## src/rtl/strawman_rx_fsm.sv

```systemverilog
// strawman_rx_fsm: rebuilds 1076-bit protocol packets from the 40-bit flit stream into a valid/ready output register.
// Optional mid-packet idle timeout is compiled in with STRAWMAN_RX_TIMEOUT_EN.
module strawman_rx_fsm #(
  parameter int DATA_LINE_WIDTH = 40,
  parameter int WORD_SIZE       = 32,
  parameter int TIMEOUT_CYCLES  = 64
) (
  input  logic                       clk,
  input  logic                       rst,
  input  logic [DATA_LINE_WIDTH-1:0] i_flit,
  input  logic                       i_flit_valid,
  output logic [1075:0]              o_protocol_bus,
  output logic                       o_valid,
  input  logic                       i_ready,
  output logic                       o_err,
  output logic                       o_overflow,
  output logic                       o_busy
);
  typedef enum logic [1:0] {IDLE, EX_ADDR, DATA, DONE} state_t;
  state_t r_state, w_next;
  logic r_mode, r_valid, r_err, r_ovf;
  logic [2:0] r_cmd, r_len;
  logic [31:0] r_addr;
  logic [1023:0] r_data;
  logic [5:0] r_f1, r_f2, r_cnt;
  logic [1075:0] r_bus;
  logic w_hdr, w_bad, w_last, w_load, w_tmo, w_err;
  if (DATA_LINE_WIDTH != 40 || WORD_SIZE != 32 || TIMEOUT_CYCLES < 1) begin : g_bad_cfg
    $error("strawman_rx_fsm: unsupported parameter set");
  end
  assign w_hdr  = r_state == IDLE && i_flit_valid && i_flit[1];
  assign w_bad  = i_flit[4:2] > 3'd2 || i_flit[7:5] > 3'd5;
  assign w_last = r_cnt == (6'd1 << r_len) - 6'd1;
  assign w_load = r_state == DONE && (!r_valid || i_ready);
`ifdef STRAWMAN_RX_TIMEOUT_EN
  localparam int TW = $clog2(TIMEOUT_CYCLES + 1);
  logic [TW-1:0] r_idle;
  logic w_wait;
  assign w_wait = r_state == EX_ADDR || r_state == DATA;
  assign w_tmo  = w_wait && !i_flit_valid && r_idle == TW'(TIMEOUT_CYCLES - 1);
  always_ff @(posedge clk)
    r_idle <= (rst || i_flit_valid || !w_wait || w_tmo) ? '0 : r_idle + 1'b1;
`else
  assign w_tmo = 1'b0;
`endif
  always_ff @(posedge clk)
    r_state <= rst ? IDLE : w_next;
  always_comb begin
    w_next = r_state;
    w_err  = 1'b0;
    case (r_state)
      IDLE:    if (w_hdr) begin
                 w_err  = w_bad;
                 w_next = w_bad ? IDLE :
                          (!i_flit[0] && i_flit[4:2] == 3'd0) ? DONE :
                          (i_flit[0] && i_flit[4:2] != 3'd2) ? EX_ADDR : DATA;
               end
      EX_ADDR: if (i_flit_valid) w_next = r_cmd == 3'd0 ? DONE : DATA;
      DATA:    if (i_flit_valid && w_last) w_next = DONE;
      default: w_next = IDLE;
    endcase
    if (w_tmo) begin
      w_next = IDLE;
      w_err  = 1'b1;
    end
  end
  always_ff @(posedge clk) begin
    if (rst) begin
      {r_mode, r_cmd, r_len, r_addr, r_data, r_f1, r_f2, r_cnt} <= '0;
      {r_bus, r_valid, r_err, r_ovf} <= '0;
    end else begin
      if (w_hdr && !w_bad) begin
        r_mode <= i_flit[0];
        r_cmd  <= i_flit[4:2];
        r_len  <= i_flit[7:5];
        r_addr <= (!i_flit[0] && i_flit[4:2] != 3'd2) ? i_flit[39:8] : 32'h0;
        r_f1   <= i_flit[0] ? i_flit[13:8] : 6'h0;
        r_f2   <= i_flit[0] ? i_flit[19:14] : 6'h0;
        r_data <= '0;
        r_cnt  <= '0;
      end
      if (r_state == EX_ADDR && i_flit_valid) r_addr <= i_flit[31:0];
      if (r_state == DATA && i_flit_valid) begin
        r_data[r_cnt[4:0] * WORD_SIZE +: WORD_SIZE] <= i_flit[WORD_SIZE-1:0];
        r_cnt <= r_cnt + 6'd1;
      end
      if (w_load) r_bus <= {r_f2, r_f1, r_data, r_addr, r_len, r_cmd, 1'b1, r_mode};
      r_valid <= w_load || (r_valid && !i_ready);
      if (r_state == DONE && !w_load) r_ovf <= 1'b1;
      r_err <= w_err;
    end
  end
  assign o_protocol_bus = r_bus;
  assign o_valid        = r_valid;
  assign o_err          = r_err;
  assign o_overflow     = r_ovf;
  assign o_busy         = r_state != IDLE;
endmodule

```

## config.mk

```make
export PLATFORM = sky130hd
export DESIGN_NAME = strawman_rx_fsm
export DESIGN_NICKNAME = d
export VERILOG_FILES = /design/src/rtl/strawman_rx_fsm.sv
export SDC_FILE = /design/constraint.sdc
export NUM_CORES = 2
export LEC_CHECK = 0
export CAP_MARGIN = 25
export CORE_AREA = 2 2 433 435
export DETAILED_ROUTE_END_ITERATION = 6
export DIE_AREA = 0 0 435 437
export GPL_TIMING_DRIVEN = 1
export SLEW_MARGIN = 20
export SYNTH_ARGS = -nofsm -noshare
export SYNTH_HDL_FRONTEND = slang
export SYNTH_SLANG_ARGS = --single-unit
```

## constraint.sdc

```tcl
create_clock -name clk -period 4.2 [get_ports clk]
set_clock_uncertainty 0.2 [all_clocks]
set_input_delay 0.63 -clock clk [delete_from_list [all_inputs] [get_ports clk]]
set_output_delay 0.63 -clock clk [all_outputs]
set_load 0.02 [all_outputs]
```

==> impl_metrics.yaml <==
global_routing:
  grt_util_all_layers_pct: 31.7
  grt-ovfl-total: 0
  antenna_found_initial: 24
  grt_pass1_wl_mm: 448
  grt_pass1_vias: 62400
  grt_max_degree: 198
setup_path:
  start_kind: "register"
  worstPathMaxFanout: 26
  worstPathRequired_ps: 4780
  critPathKind: "reg -> reg"
  crit_top_cell: "ha_1"
  crit_path_end_kind: "register"
  worstPathCellList: "inv_1 > ha_1 > nor3b_1 > ha_1 > nand3b_1 > or4_1 > nor2_2 > buf_4 > a32o_1"
  startpoint: "r_cnt[0]$_SDFFE_PP0P_"
  r2r_cells: 9
  cp_slowest_stage_delay_ps: 850
  crit_arrival_ps: 4390
  critical_path.slowest_cell: "or4_1"
  crit_family: "simple AND/OR/NAND/NOR gates"
  reg2reg_setup_slack_ps: 400
  regToRegStartpoint: "r_cnt[0]$_SDFFE_PP0P_"
  path_buf_inv: 2
  worst_r2r_endpoint: "r_data[1008]$_SDFF_PP0_"
job:
  cap_violations: 0
power:
  ir_drop_mv: 0.429
  p_leak_nw: 31.5
  power_density_nw_per_um2: 445
  power_mw: 42.3
sta:
  tightest_slew_ps: 1140
  setup_viol: 0
  post-route-period-util_pct: 90.6
  max_slew_margin_pct: 24.2
  fin_ws_ps: 396
  drv_slew: 0
  rsz0062_at_grt: "false"
  hold_viol_final: 0
  tns_ps: 0
  fmax_mhz: 263
  min_period_ps: 3800
finish:
  layout-drive-gt1-share_pct: 7.00
  multiInputGateArea_um2: 28000
  seqCellArea_um2: 43300
  fin_nets: 9162
  fillers: 17200
  utilization_pct: 51.3
  area_delta_synth_final_pct: 28.0
  finalInstanceArea_um2: 95000
place:
  dp_hpwl_mm: 203
  place_congestion: 0.879
  dpl_cell_area_um2: 87400
  port_buffers: 1123
  pre_cts_ws_ps: 342
synth:
  async_flop_share_pct: 0
  yosys.area.top_type: "dfxtp_1"
  syn_area_um2: 74300
  avgSynthCellArea_um2: 8.81
  post-synth-top-count-cell: "nand2_1"
  synth_top_area_share_pct: 58.3
  yosysWarnings: 0
  synth_edf_count: 0
  synth.area.top_cells: "dfxtp_1 58%, nand2_1 12%, a21oi_1 9.5%, a22o_1 4.4%, clkbuf_1 4.0%"
  yosys_register_bits: 2162
  synth_common_cells: "2340 x nand2_1, 2162 x dfxtp_1, 1403 x a21oi_1"
  ys_seq_area_share_pct: 58.3
  netlist-cell-type-count: 59
  ys.flop_type: "dfxtp_1"
  netlist_instances: 8428
  syn_nets: 8479
drt:
  num_vias: 67800
  wl_met1_mm: 122
  dr.pass1.iters: 7
  ant_nets: 0
  drt_iter0_markers: 7896
  wl_per_cell_um: 26.9
  drt-total-wl_mm: 317
  wl_met2_mm: 145
  top_layer_used: "met5"
  drcViolationCount: 0
  wl_met3_mm: 26.9
  viasPerCell: 5.75
clocking:
  ctsRootBufferMaster: "clkbuf_16"
  clk_pin_slew_ps: 60
  cts.sinks: 2162
  cts.path.max_buffers: 3
  clock_latency_ps: 880
  cts_tree: "built"
  cts_resized: 0
  numCtsBuffers: 218
  cts_setup_buffers: 0
  cts_htree_levels: 4
  hold_buffers: 1
die:
  io_pins: 1124
  rows: 158
  coreArea_um2: 185000
  die_h_um: 437
  dieWidth_um: 435
  start_util_pct: 40.1
  dieArea_um2: 190000
hold_path:
  hold_depth: 3
  worstHoldStart: "i_flit[1]"
  min_to: "o_err$_SDFF_PP0_"
  min_path_type: "in -> reg"
run_status:
  status: "complete, no violations"
==> worst max path at each step <==
stage	endpoint	cells after the start
final	r_data[1008]$_SDFF_PP0_	9
after global routing	r_data[663]$_SDFF_PP0_	10
after CTS	r_data[661]$_SDFF_PP0_	10
after detailed placement	r_data[1008]$_SDFF_PP0_	6
after global placement	r_data[1008]$_SDFF_PP0_	6
after floorplan	r_data[1015]$_SDFF_PP0_	12
==> area by class of cell <==
class	count	area share [%]
timing repair buffer	1295	13.5
clock buffer	333	6.85
clock inverter	77	1.12
sequential	2162	45.6
inverter	36	0.142
tap	2480	3.27
antenna	15	0.0395
multi-input combinational	5398	29.5
==> tightest hold or removal path: cells and delay by family <==
kind	cells	cell delay, ps
buffers and inverters	1	190
and+or+nand+nor	2	310
==> cells in the final DEF, fill, tap and decap left out, types with 6 or more instances in the layout <==
cell type | Yosys | final
buf_4 | 0 | 142
buf_12 | 0 | 35
inv_1 | 35 | 35
a32o_1 | 294 | 294
or3_1 | 9 | 6
clkdlybuf4s50_1 | 0 | 1090
o2bb2ai_1 | 17 | 17
buf_2 | 4 | 24
nor2_2 | 0 | 22
clkinv_2 | 0 | 36
a22o_1 | 373 | 373
nor3_2 | 0 | 10
nand2b_1 | 8 | 7
or2_2 | 6 | 6
diode_2 | 0 | 15
dfxtp_1 | 2162 | 2162
nor4_2 | 2 | 13
ha_1 | 7 | 7
nand3_1 | 456 | 456
and2_1 | 37 | 35
nand4_1 | 89 | 89
a222oi_1 | 31 | 31
nor2_4 | 0 | 9
bufinv_16 | 0 | 18
o21ai_0 | 11 | 11
o32ai_1 | 25 | 25
inv_6 | 0 | 6
nand2_1 | 2340 | 2339
clkbuf_1 | 799 | 54
nor2_1 | 139 | 108
a21oi_1 | 1403 | 1403
and3_1 | 61 | 61
clkbuf_8 | 0 | 60
clkbuf_16 | 0 | 219
==> state kept, by name (all words and copies together) (netlist names) <==
name            cells
o_protocol_bus   1076
r_data           1024
r_addr             32
r_cnt               6
r_f1                6
r_f2                6
r_cmd               3
r_len               3
r_state             2
o_err               1
o_overflow          1
o_valid             1
r_mode              1
==> through the flow <==
stage                     cells  hold slack, ps
after floorplan            8428             225
after CTS                 11800            17.8
after global placement    11400             234
after global routing      11800            65.1
final                     11800             112
after detailed placement  11400             242
==> cell families after synthesis <==
logic type               Yosys count  share of synthesized area (%)
AO/OA/AOI/OAI                   2182                           19.1
XOR/XNOR                           1                         0.0118
adder cells (fa/ha/maj)            7                          0.118
buffers and inverters            868                           4.44
flip-flops                      2162                           58.3
multiplexers                      10                          0.163
AND/OR/NAND/NOR                 3198                           17.9
==> per-layer routing <==
| metal | GRT usage [%] | vias up |
|---|---|---|
| li1 | - | 30400 |
| met1 | 38.9 | 33400 |
| met2 | 50.0 | 3291 |
| met3 | 6.81 | 710 |
| met4 | 21.1 | 4 |
| met5 | 0 | - |
==> power breakdown <==
group	internal [mW]	switching (mW)
logic	0.199	1.21
clock network	11.8	8.54
registers	20.5	0.0128
total	32.6	9.76
Power figures use the tool's default switching activity.
